**src/rtl/calc_mmio_regs.sv**
```systemverilog
// calc_mmio_regs: shared register set for the calculator datapath, serving the
// FPGA front end and the CPU bus with one round-robin arbitrated access/cycle.
module calc_mmio_regs #(
  parameter logic [31:0] ADDR_NUM1   = 32'd220,
  parameter logic [31:0] ADDR_NUM2   = 32'd240,
  parameter logic [31:0] ADDR_OP     = 32'd260,
  parameter logic [31:0] ADDR_RESULT = 32'd280,
  parameter logic [31:0] ADDR_STATUS = 32'd300
) (
  input  logic        clk,
  input  logic        nrst,
  input  logic        nrst_fpga,
  input  logic        fpga_en,
  input  logic        fpga_write,
  input  logic [31:0] fpga_addr,
  input  logic [31:0] fpga_wdata,
  output logic [31:0] fpga_rdata,
  output logic        fpga_ack,
  input  logic        cpu_enable,
  input  logic        cpu_read,
  input  logic        cpu_write,
  input  logic [31:0] cpu_addr,
  input  logic [31:0] cpu_wdata,
  output logic [31:0] cpu_rdata,
  output logic        cpu_ack,
  output logic        result_ready
);

  typedef enum logic {
    GNT_CPU  = 1'b0,
    GNT_FPGA = 1'b1
  } grant_e;

  // STATUS bit positions
  localparam int unsigned ST_NUM1   = 0;
  localparam int unsigned ST_NUM2   = 1;
  localparam int unsigned ST_OP     = 2;
  localparam int unsigned ST_RESULT = 3;

  logic [31:0] num1_q, num1_d;
  logic [31:0] num2_q, num2_d;
  logic [4:0]  op_q, op_d;
  logic [31:0] result_q, result_d;
  logic [3:0]  status_q, status_d;
  grant_e      last_grant_q, last_grant_d;
  logic        fpga_ack_q, fpga_ack_d;
  logic        cpu_ack_q, cpu_ack_d;
  logic [31:0] fpga_rdata_q, fpga_rdata_d;
  logic [31:0] cpu_rdata_q, cpu_rdata_d;

  logic        fpga_req, cpu_req;
  logic        gnt_fpga, gnt_cpu;
  logic        acc_write;
  logic [31:0] acc_addr, acc_wdata;
  logic [31:0] rd_val;

  // Arbitration: FPGA wins a tie only when the CPU was granted last
  always_comb begin
    fpga_req  = fpga_en;
    cpu_req   = cpu_enable & (cpu_read | cpu_write);
    gnt_fpga  = fpga_req & (~cpu_req | (last_grant_q == GNT_CPU));
    gnt_cpu   = cpu_req & ~gnt_fpga;
    acc_addr  = gnt_fpga ? fpga_addr : cpu_addr;
    acc_wdata = gnt_fpga ? fpga_wdata : cpu_wdata;
    acc_write = (gnt_fpga & fpga_write) | (gnt_cpu & cpu_write);
  end

  // Read mux on the granted address, taken from pre-update register values
  always_comb begin
    rd_val = '0;
    if (acc_addr == ADDR_NUM1)        rd_val = num1_q;
    else if (acc_addr == ADDR_NUM2)   rd_val = num2_q;
    else if (acc_addr == ADDR_OP)     rd_val = {27'd0, op_q};
    else if (acc_addr == ADDR_RESULT) rd_val = result_q;
    else if (acc_addr == ADDR_STATUS) rd_val = {28'd0, status_q};
  end

  // Next-state: acks, read capture, register writes and soft clear
  always_comb begin
    num1_d       = num1_q;
    num2_d       = num2_q;
    op_d         = op_q;
    result_d     = result_q;
    status_d     = status_q;
    last_grant_d = last_grant_q;
    fpga_ack_d   = gnt_fpga;
    cpu_ack_d    = gnt_cpu;
    fpga_rdata_d = fpga_rdata_q;
    cpu_rdata_d  = cpu_rdata_q;

    if (gnt_fpga)     last_grant_d = GNT_FPGA;
    else if (gnt_cpu) last_grant_d = GNT_CPU;

    if (gnt_fpga && !fpga_write) fpga_rdata_d = rd_val;
    if (gnt_cpu && !cpu_write)   cpu_rdata_d  = rd_val;

    // Soft clear takes priority over any write granted in the same cycle
    if (!nrst_fpga) begin
      num1_d   = '0;
      num2_d   = '0;
      op_d     = '0;
      status_d = '0;
    end else if (acc_write) begin
      if (gnt_fpga) begin
        if (acc_addr == ADDR_NUM1) begin
          num1_d            = acc_wdata;
          status_d[ST_NUM1] = 1'b1;
        end else if (acc_addr == ADDR_NUM2) begin
          num2_d            = acc_wdata;
          status_d[ST_NUM2] = 1'b1;
        end else if (acc_addr == ADDR_OP) begin
          op_d            = acc_wdata[4:0];
          status_d[ST_OP] = 1'b1;
        end
      end else begin
        if (acc_addr == ADDR_NUM1)        num1_d = acc_wdata;
        else if (acc_addr == ADDR_NUM2)   num2_d = acc_wdata;
        else if (acc_addr == ADDR_OP)     op_d   = acc_wdata[4:0];
        else if (acc_addr == ADDR_RESULT) begin
          result_d            = acc_wdata;
          status_d[ST_RESULT] = 1'b1;
        end else if (acc_addr == ADDR_STATUS) begin
          status_d = status_q & ~acc_wdata[3:0];
        end
      end
    end
  end

  // State registers with asynchronous active-low reset
  always_ff @(posedge clk or negedge nrst) begin
    if (!nrst) begin
      num1_q       <= '0;
      num2_q       <= '0;
      op_q         <= '0;
      result_q     <= '0;
      status_q     <= '0;
      last_grant_q <= GNT_CPU;
      fpga_ack_q   <= 1'b0;
      cpu_ack_q    <= 1'b0;
      fpga_rdata_q <= '0;
      cpu_rdata_q  <= '0;
    end else begin
      num1_q       <= num1_d;
      num2_q       <= num2_d;
      op_q         <= op_d;
      result_q     <= result_d;
      status_q     <= status_d;
      last_grant_q <= last_grant_d;
      fpga_ack_q   <= fpga_ack_d;
      cpu_ack_q    <= cpu_ack_d;
      fpga_rdata_q <= fpga_rdata_d;
      cpu_rdata_q  <= cpu_rdata_d;
    end
  end

  assign fpga_ack     = fpga_ack_q;
  assign cpu_ack      = cpu_ack_q;
  assign fpga_rdata   = fpga_rdata_q;
  assign cpu_rdata    = cpu_rdata_q;
  assign result_ready = status_q[ST_RESULT];

endmodule

```
**config.mk**
```make
export PLATFORM = sky130hd
export DESIGN_NAME = calc_mmio_regs
export DESIGN_NICKNAME = d
export VERILOG_FILES = /design/src/rtl/calc_mmio_regs.sv
export SDC_FILE = /design/constraint.sdc
export NUM_CORES = 1
export LEC_CHECK = 0
export ABC_AREA = 0
export CAP_MARGIN = 5
export CORE_MARGIN = 2
export CORE_UTILIZATION = 54
export CTS_CLUSTER_SIZE = 28
export DETAILED_ROUTE_END_ITERATION = 7
export GPL_TIMING_DRIVEN = 0
export PLACE_DENSITY = 0.82
export SYNTH_ARGS = -nofsm -noshare
export SYNTH_HDL_FRONTEND = slang
export SYNTH_SLANG_ARGS = --single-unit
```
**constraint.sdc**
```tcl
create_clock -name clk -period 4.3 [get_ports clk]
set_clock_uncertainty 0.2 [all_clocks]
set_input_delay 0.43 -clock clk [delete_from_list [all_inputs] [get_ports clk]]
set_output_delay 0.43 -clock clk [all_outputs]
set_load 0.03 [all_outputs]
```
==> flow_summary_export.csv, run 1 <==
group,metric,value,unit
cells_and_area,fillers,1045,
logic_synthesis,muxShareOfSynthArea,17.04,%
cells_and_area,multi_input_area,3665,µm²
power,combPwrFrac,13.1,%
logic_synthesis,synthFlopType,"dfrtp_1",
logic_synthesis,syn-num-nets,912,
global_routing,grt.total_usage,31.71,%
logic_synthesis,synth_area_leaders,"dfrtp_1 52%, o21ai_0 6.9%, mux2_2 6.4%",
timing,min_period_over_period,93.06,%
place,gp_congestion,0.8995,
logic_synthesis,ys_seq_area_share,51.68,%
place,port_buffers,201,
floorplanning,dieArea,16430,µm²
global_routing,grt_pass1_wl,39.47,mm
global_routing,busiest_layer,"met2",
place,hpwlAfterDp,17.97,mm
outcome,status,"finished clean",
worst_setup_path,worst_setup_path_end_kind,"flop",
clocking,cts_setup_buffers,0,
worst_setup_path,crit_arrival,4.08,ns
global_routing,grt_pass1_vias,7421,
global_routing,grt_util_met1,40.76,%
worst_setup_path,crit_start,"cpu_enable",
logic_synthesis,syn_inst,776,
power,power.internal,2.968,mW
timing,slew_viol_final,0,
timing,worst_pin_slew,1.192,ns
clocking,clk_path_buf_depth,2,
logic_synthesis,synth_top_area_share,51.68,%
run,maxCapViolCount,0,
global_routing,globalRouteMet3Util,7.888,%
global_routing,grt_overflow,0,
route,avgViaCountPerCell,6.100,
route,num_vias,7314,
floorplanning,initial_core_util,54.99,%
global_routing,grt_max_degree,99,
timing,rsz0062_at_grt,"no",
logic_synthesis,synth_xor_area_share,0,%
worst_setup_path,criticalPathCategory,"input pin to flop",
logic_synthesis,synth_most_common_cell,"dfrtp_1",
clocking,cts_buffers,17,
clocking,clk_pin_slew,0.07,ns
floorplanning,row_count,45,
logic_synthesis,synthAdderAreaFrac,0,%
worst_setup_path,r2r.worst_path.cells,8,
route,drtIter0Drc,746,
cells_and_area,fin_area,11230,µm²
logic_synthesis,avgSynthCellArea,10.73,µm²
cells_and_area,area_growth,34.89,%
worst_hold_path,min_delay_path_depth,3,
cells_and_area,final_nets,1134,
route,dr.pass1.iters,5,
timing,maxSlewHeadroom,18.47,%
timing,finalSetupViolCount,0,
logic_synthesis,synth_common_cells,"172 x dfrtp_1, 114 x o21ai_0, 95 x nand2_1, 51 x mux2i_1, 47 x mux2_2",
clocking,clk-insertion-delay-late,0.43,ns
cells_and_area,ff_latch_area,4304,µm²
logic_synthesis,synth_top_area_cell,"dfrtp_1",
worst_hold_path,min_from,"fpga_en",
floorplanning,core-area,15150,µm²
worst_hold_path,hold_path.class,"input pin to flop",
global_routing,use_met2,51.25,%
logic_synthesis,async_flop_share,100.0,%
floorplanning,dieWidth,128.2,µm
worst_setup_path,r2r_start,"last_grant_q",
logic_synthesis,synth_compound_area_share,15.58,%
clocking,cts_root_buffer,"clkbuf_16",
logic_synthesis,yosys_warnings,0,
logic_synthesis,synthSimpleGateAreaFrac,11.39,%
worst_setup_path,crit_fanout,10,
power,switchingPower,0.9488,mW
power,seqPwrFrac,45.4,%
route,wl_per_cell,21.08,µm
route,drc_errors,0,
route,antenna_left,0,
logic_synthesis,synth_area,8328,µm²
power,p_sw_share,24.23,%
logic_synthesis,synth_top_family_by_area,"multiplexers",
floorplanning,io_pins,203,
route,wl,25.27,mm
worst_setup_path,crit_required,4.38,ns
logic_synthesis,synth_edf_count,0,
logic_synthesis,synth-seq-cells,172,
global_routing,antenna_found_initial,0,
clocking,cts_tree,"done",
power,p_per_area,348.7,nW/µm²
cells_and_area,n_antenna_cell,0,
timing,period_needed,4.001,ns
timing,fmax,249.9,MHz
logic_synthesis,ys_types,61,
place,place_area,10610,µm²
power,p_leak,4.865,nW
clocking,h-tree-depth,4,
power,p_clk_share,41.6,%
timing,hold_viol_final,0,
cells_and_area,fin_util,74.17,%
cells_and_area,drive_gt1_share,12.56,%
floorplanning,die_y,128.2,µm
worst_setup_path,cp-start-kind,"input pin",
clocking,clock_sinks,172,
power,peakVddDrop,312.2,µV
## metal layers
metal | part of all wire, % | routed length [µm]
met1 | 40 | 10020
met2 | 48 | 12090
met3 | 9.1 | 2295
met4 | 3.5 | 874
met5 | 0 | 0
## repair_timing
item / CTS / global route
gates resized for setup: 0 / 0
hold endpoints to repair: 74 / 0
hold buffers: 1 / 0
## power by group through the flow
stage	logic (mW)	clock network, mW	registers, mW
finish	0.511	1.63	1.78
global route	0.547	1.69	1.79
global placement	0.486	0	1.80
detailed placement	0.503	0	1.80
CTS	0.509	1.62	1.77
floorplan	0.244	0	1.79
## stage by stage
stage	power, mW	instances	hold WS [ns]	setup slack [ns]	TNS (ns)
finish	3.917	1199	0.1623	0.2986	0
global route	4.027	1199	0.1659	0.2173	0
CTS	3.902	1199	0.1565	0.4720	0
detailed placement	2.303	1166	0.2370	0.09902	0
global placement	2.282	1165	0.2566	-4.244	-727.66
floorplan	2.036	776	-0.06559	1.491	0
## placed cells by master (no fill, tap or decap), drive strengths merged, types with 3 or more instances in the layout
cell type / count
nand2: 95
and2: 6
o31ai: 10
or2: 3
o2bb2ai: 3
o21a: 3
nand4: 3
o21ai: 118
buf: 26
nor3: 8
a211o: 6
mux2: 74
and3: 3
nand4b: 3
mux2i: 51
nor2: 37
o22ai: 3
a21oi: 3
a221oi: 27
o22a: 4
bufinv: 4
a311oi: 3
clkdlybuf4s50: 200
a21boi: 3
inv: 30
nor4: 17
or3: 3
nand3: 4
nand3b: 3
clkbuf: 48
nor2b: 4
dfrtp: 172
a211oi: 3
clkinv: 5
## state kept, by name (all words and copies together) (netlist names)
name,count
cpu_rdata,32
fpga_rdata,32
num1_q,32
num2_q,32
result_q,32
op_q,5
status_q,4
cpu_ack,1
fpga_ack,1
last_grant_q,1
## area by class of cell
cell class,instances,area share (%)
tap,188,2.094
clock inverter,11,1.470
inverter,29,0.9690
buffer,51,2.228
clock buffer,21,4.010
timing repair buffer,203,18.29
multi-input combinational,524,32.62
sequential,172,38.32
## worst max-delay path: stages
cell	delay [ns]
clkdlybuf4s50_1	0.54
o211ai_1	0.16
buf_2	0.21
nand2_1	0.41
clkbuf_1	0.85
nand4b_1	0.73
clkbuf_1	0.45
nand2_1	0.15
o21ai_0	0.13
## cells by family after synthesis
| group | count (synthesis) |
|---|---|
| multiplexers | 125 |
| flip-flops | 172 |
| buffers and inverters | 80 |
| AND/OR/NAND/NOR | 197 |
| AO/OA/AOI/OAI | 202 |
## final timing paths
| kind | to | slack [ns] |
|---|---|---|
| max | cpu_rdata[5] | 0.30 |
| min | last_grant_q | 0.16 |
| max reg2reg | cpu_rdata[5] | 0.46 |
| min reg2reg | cpu_rdata[23] | 0.28 |
| max in group asynchronous | fpga_rdata[11] | 2.67 |
| min in group asynchronous | cpu_rdata[26] | 0.36 |
No activity file was read; power rests on OpenSTA's default activity.
==> inputs of run 2 (changes only) <==
- ABC_AREA: 0 -> 1
- CORE_UTILIZATION: 54 -> 55
- PLACE_DENSITY: 0.82 -> 0.83
==> run 2 against run 1 <==
  * Synthesized area increased by 4.4%
  * Power shrank 4.5%
  * Wire length is 7.7% lower
  * Largest cell class unchanged
==> flow_summary_export.csv, run 2 <==
group,metric,value,unit
logic_synthesis,synth_area,8696,µm²
worst_setup_path,cpPeakStageDelay,0.59,ns
logic_synthesis,syn-num-nets,1193,
logic_synthesis,yosys_warnings,0,
floorplanning,io_pins,203,
global_routing,busiest_layer,"met2",
route,wl_per_cell,15.54,µm
global_routing,grt_max_degree,102,
worst_setup_path,crit_fanout,10,
logic_synthesis,synth_top_area_cell,"dfrtp_1",
cells_and_area,drive_gt1_share,13.79,%
logic_synthesis,ys_types,35,
power,finalPower,3.739,mW
worst_setup_path,worst_setup_path_end_kind,"flop",
power,seqPwrFrac,47.0,%
clocking,clk_path_buf_depth,2,
global_routing,use_met2,50.32,%
power,peakVddDrop,320.0,µV
run,maxCapViolCount,0,
logic_synthesis,synth_edf_count,0,
cells_and_area,area_growth,32.93,%
clocking,clk-insertion-delay-late,0.43,ns
place,place_ws,1.161,ns
place,place_area,10990,µm²
cells_and_area,final_common_cell,"nand2_1",
logic_synthesis,syn_inst,1057,
worst_setup_path,slowest_stage,"nor2_1",
logic_synthesis,synthFlopType,"dfrtp_1",
power,power.internal,2.724,mW
floorplanning,core-area,15310,µm²
clocking,cts_tree,"done",
route,drc_errors,0,
worst_setup_path,crit_required,4.42,ns
power,p_clk_share,38.9,%
logic_synthesis,synth_area_leaders,"dfrtp_1 49%, nand2_1 19%, o21ai_2 5.4%",
timing,slew_viol_final,0,
floorplanning,initial_core_util,56.78,%
logic_synthesis,avgSynthCellArea,8.227,µm²
power,switchingPower,1.015,mW
clocking,h-tree-depth,4,
power,p_leak,5.567,nW
worst_setup_path,cp_top_family,"buffers and inverters",
power,combPwrFrac,14.1,%
floorplanning,die_y,129.7,µm
timing,fin_ws,1.528,ns
global_routing,grt_pass1_wl,37.92,mm
clocking,cts_resized,0,
clocking,clk_pin_slew,0.07,ns
cells_and_area,n_antenna_cell,0,
timing,period_needed,2.772,ns
cells_and_area,final_nets,1414,
clocking,cts_root_buffer,"clkbuf_16",
timing,hold_viol_final,0,
cells_and_area,layout_common_cells,"434 x nand2_1, 199 x clkdlybuf4s50_1, 172 x dfrtp_1",
floorplanning,dieArea,16830,µm²
worst_setup_path,crit_chain,"clkdlybuf4s50_1 -> inv_2 -> nand2_2 -> nand3_4 -> nand2_8 -> buf_6 -> nor2_1 -> inv_1 -> clkbuf_1 -> nand2_1 -> nand2_1",
worst_setup_path,crit_top_cell,"nand2_1",
worst_setup_path,crit_arrival,2.89,ns
timing,finalSetupViolCount,0,
timing,maxSlewHeadroom,48.17,%
worst_setup_path,criticalPathCategory,"input pin to flop",
global_routing,antenna_found_initial,0,
clocking,cts_buffers,17,
timing,min_period_over_period,64.46,%
worst_setup_path,cp.buffers_inverters,5,
logic_synthesis,async_flop_share,100.0,%
logic_synthesis,synth_most_common_cell,"nand2_1",
timing,worst_pin_slew,0.7746,ns
global_routing,grt_overflow,0,
timing,rsz0062_at_grt,"no",
floorplanning,dieWidth,129.7,µm
power,p_per_area,323.4,nW/µm²
route,wl,23.33,mm
timing,fmax,360.8,MHz
route,num_vias,7876,
route,dr.pass1.iters,5,
route,drtIter0Drc,643,
logic_synthesis,synth-seq-cells,172,
global_routing,grt_util_met1,37.04,%
global_routing,grt_pass1_vias,7776,
place,gp_congestion,0.8729,
logic_synthesis,ys_seq_area_share,49.50,%
power,p_sw_share,27.15,%
worst_setup_path,cp-start-kind,"input pin",
clocking,clock_sinks,172,
cells_and_area,fin_area,11560,µm²
floorplanning,row_count,45,
place,port_buffers,200,
logic_synthesis,synth_common_cells,"434 x nand2_1, 172 x dfrtp_1, 74 x nor2_1, 64 x inv_1, 54 x o21ai_2",
timing,hold_ws,0.2209,ns
worst_hold_path,hold_path.class,"input pin to flop",
place,hpwlAfterDp,16.57,mm
route,antenna_left,0,
global_routing,globalRouteMet3Util,5.863,%
route,avgViaCountPerCell,5.244,
logic_synthesis,synth_top_area_share,49.50,%
global_routing,grt.total_usage,29.20,%
outcome,status,"finished clean",
## run 2: cell count changes after synthesis, moves of 16 or more
cell	delta
a221oi_1	-27
inv_1	+36
mux2_2	-47
mux2_4	-20
mux2i_1	-22
nand2_1	+339
nand2_2	+16
nand3_1	+33
nor2_1	+37
o21ai_0	-91
o21ai_1	+29
o21ai_2	+54
## run 2: per-stage QoR
step | cells | utilization, % | setup TNS (ns)
after global placement | 1468 | 71.58 | -748.81
after floorplan | 1057 | - | 0
after CTS | 1502 | 75.48 | 0
final | 1502 | 75.48 | 0
after global routing | 1502 | 75.48 | 0
after detailed placement | 1469 | 71.79 | 0
## run 2: area by class of cell
class,count,area (µm²)
clock buffer,20,466.7
timing repair buffer,202,2044
fill,1159,3755
multi-input combinational,760,3759
sequential,172,4304
buffer,51,346.6
inverter,74,286.5
tap,211,264.0
clock inverter,12,88.84
## run 2: power by group through the flow
stage / Sequential [mW] / Combinational (mW) / Clock (mW)
2_1_floorplan: 1.78 / 0.281 / 0
3_3_place_gp: 1.78 / 0.506 / 0
3_5_place_dp: 1.78 / 0.524 / 0
4_1_cts: 1.76 / 0.530 / 1.45
5_1_grt: 1.76 / 0.587 / 1.52
6_report: 1.76 / 0.527 / 1.45
## run 2: worst paths after layout
path	start	to	slack [ns]	cells after the start
max	cpu_write	fpga_rdata[9]	1.53	11
min in group asynchronous	nrst	cpu_rdata[7]	0.37	2
min	fpga_en	fpga_ack	0.22	3
max in group asynchronous	nrst	result_q[31]	2.66	3
min reg2reg	fpga_rdata[12]	fpga_rdata[12]	0.28	2
max reg2reg	last_grant_q	fpga_rdata[9]	1.66	8
## run 2: what timing repair did
item,4_1_cts,5_1_grt
hold endpoints to repair,71,0
hold buffers,1,0
buffers inserted,0,0
## run 2: per-layer routing
metal | share of wire (%) | vias up
met5 | 0 | -
met4 | 2.5 | 0
met3 | 6.5 | 44
met2 | 50 | 292
met1 | 41 | 3737
li1 | - | 3803
## run 2: tightest hold or removal path, delay by kind of cell
kind                   cells  cell delay, ns
AND/OR/NAND/NOR            1            0.13
buffers and inverters      2            0.24
## run 2: cells by family (layout without fill, tap and decap cells)
family                 Yosys count  after routing  share of synthesized area [%]
and+or+nand+nor                603            603                          29.35
buffers and inverters          125            359                          7.280
AOI/OAI and AO/OA              128            128                          10.53
muxes                           29             29                          3.338
DFF                            172            172                          49.50
==> inputs of run 3 (changes only) <==
- CORE_UTILIZATION: 55 -> 51
- PLACE_DENSITY: 0.83 -> 0.77
- clock period: 4.3 -> 2.7 ns (I/O delays scaled with it)
==> run 3 against run 2 <==
  * First-iteration DRC count is 21% lower
  * Setup slack worse by 1.4 ns
  * Design area is 0.30% higher
  * Register-to-register slack worse by 1.5 ns
  * Core utilization is 5.8 points lower
  * Critical endpoint unchanged
  * Via count is 2.4% lower
  * Non-clock buffer count stayed put
  * Global-route usage is 3.2 points lower
==> flow_summary_export.csv, run 3 (synthesized netlist as in run 2, its figures left out) <==
group,metric,value,unit
clocking,clk_path_buf_depth,2,
worst_setup_path,crit_chain,"nand3_4 -> nand2_8 -> buf_6 -> nor2_1 -> inv_1 -> clkbuf_1 -> nand2_1 -> nand2_1",
floorplanning,initial_core_util,52.25,%
worst_setup_path,crit_start,"last_grant_q",
timing,hold_ws,0.06887,ns
floorplanning,die_y,134.6,µm
route,wl_met3,1.329,mm
worst_setup_path,crit_required,2.81,ns
worst_setup_path,cp.buffers_inverters,3,
timing,fin_ws,0.1465,ns
worst_setup_path,r2r.worst_path.cells,8,
global_routing,grt.total_usage,25.98,%
timing,worst_pin_slew,0.6971,ns
cells_and_area,n_antenna_cell,0,
clocking,cts_tree,"done",
clocking,cts_setup_buffers,0,
cells_and_area,final_common_cell,"nand2_1",
worst_setup_path,cp-start-kind,"flop",
worst_setup_path,regToRegSetupSlack,0.15,ns
floorplanning,io_pins,203,
route,met2_length,10.96,mm
route,wl_met1,9.919,mm
outcome,status,"finished clean",
route,wl_per_cell,14.97,µm
route,drc_errors,0,
floorplanning,core-area,16640,µm²
place,hpwlAfterDp,16.30,mm
place,gp_congestion,0.9112,
global_routing,grt_pass1_vias,7493,
cells_and_area,drive_gt1_share,13.94,%
worst_setup_path,crit_arrival,2.67,ns
worst_setup_path,critPathCapture,"fpga_rdata[9]",
route,antenna_left,0,
timing,min_period_over_period,94.58,%
timing,maxSlewHeadroom,53.35,%
global_routing,grt_overflow,0,
global_routing,grt_pass1_wl,37.20,mm
floorplanning,dieArea,18110,µm²
power,peakVddDrop,421.2,µV
clocking,clock_sinks,172,
clocking,clk_pin_slew,0.06,ns
worst_hold_path,hold_path.class,"input pin to flop",
cells_and_area,layout_common_cells,"434 x nand2_1, 199 x clkdlybuf4s50_1, 172 x dfrtp_1",
worst_setup_path,cpPeakStageDelay,0.54,ns
cells_and_area,ff_latch_area,4304,µm²
timing,slew_viol_final,0,
power,finalPower,5.989,mW
run,maxCapViolCount,0,
worst_setup_path,r2r_end,"fpga_rdata[9]",
timing,hold_viol_final,0,
worst_setup_path,r2r_start,"last_grant_q",
worst_setup_path,crit_top_cell,"nand2_1",
worst_setup_path,crit_cells,8,
cells_and_area,fillers,1385,
route,highest_layer,"met4",
cells_and_area,area_growth,33.34,%
route,wl,22.61,mm
worst_setup_path,criticalPathCategory,"flop to flop",
power,p_leak,5.593,nW
route,avgViaCountPerCell,5.085,
timing,rsz0062_at_grt,"no",
power,p_per_area,516.5,nW/µm²
worst_setup_path,crit_fanout,10,
floorplanning,row_count,47,
global_routing,grt_max_degree,104,
timing,finalSetupViolCount,0,
clocking,h-tree-depth,4,
cells_and_area,final_nets,1414,
worst_setup_path,worst_setup_path_end_kind,"flop",
floorplanning,dieWidth,134.6,µm
route,dr.pass1.iters,5,
worst_setup_path,cp_top_family,"simple AND/OR/NAND/NOR gates",
route,drtIter0Drc,505,
worst_setup_path,slowest_stage,"nor2_1",
clocking,cts_buffers,17,
clocking,cts_root_buffer,"clkbuf_16",
timing,period_needed,2.554,ns
global_routing,antenna_found_initial,0,
clocking,clk-insertion-delay-late,0.42,ns
timing,fmax,391.6,MHz
route,num_vias,7684,
place,place_ws,-0.2765,ns
cells_and_area,fin_util,69.67,%
place,port_buffers,200,
cells_and_area,multi_input_area,3769,µm²
-- run 3: routing by layer --
metal	GRT usage, %	vias to the layer above
met3	4.842	37
met4	7.485	0
li1	-	3804
met2	43.03	245
met1	35.19	3598
met5	0	-
-- run 3: worst min-delay path by stage --
stage	end	cells after the start	start	slack, ns
6_report	fpga_ack	3	fpga_en	0.07
3_3_place_gp	fpga_rdata[7]	2	fpga_rdata[7]	0.26
2_1_floorplan	cpu_ack	0	nrst	-0.23
4_1_cts	fpga_ack	3	fpga_en	0.06
3_5_place_dp	fpga_rdata[8]	1	nrst	0.06
5_1_grt	fpga_ack	3	fpga_en	0.08
-- run 3: layout make-up --
type | instances | share of cell area [%]
multi-input cells | 760 | 32.50
plain buffers | 51 | 3.011
clock inverters | 13 | 0.9820
well taps | 220 | 2.374
flip-flops and latches | 172 | 37.12
inverters | 74 | 2.471
repair buffers | 202 | 17.63
clock buffers | 19 | 3.906
-- run 3: timing repair --
item                                    CTS  global route
endpoints found under the setup margin    0            60
resized for setup                         0             3
hold buffers                              1             0
endpoints found under the hold margin    69             0
-- run 3: report_power, final --
part	internal [mW]	switching, mW	total (mW)
logic	0.363	0.468	0.831
clock network	1.32	1.04	2.36
registers	2.72	0.0745	2.80
-- run 3: tightest hold or removal path, cell delays in order --
cell and delay, ns:
buf_2 0.18, nand2_8 0.13, inv_4 0.06
-- run 3: metrics by stage --
step                instance area, µm²  TNS [ns]  instances
floorplan                         8696         0       1057
global placement                 10970  -1037.74       1477
detailed placement               11010    -29.64       1478
CTS                              11580         0       1511
global route                     11590         0       1511
finish                           11590         0       1511
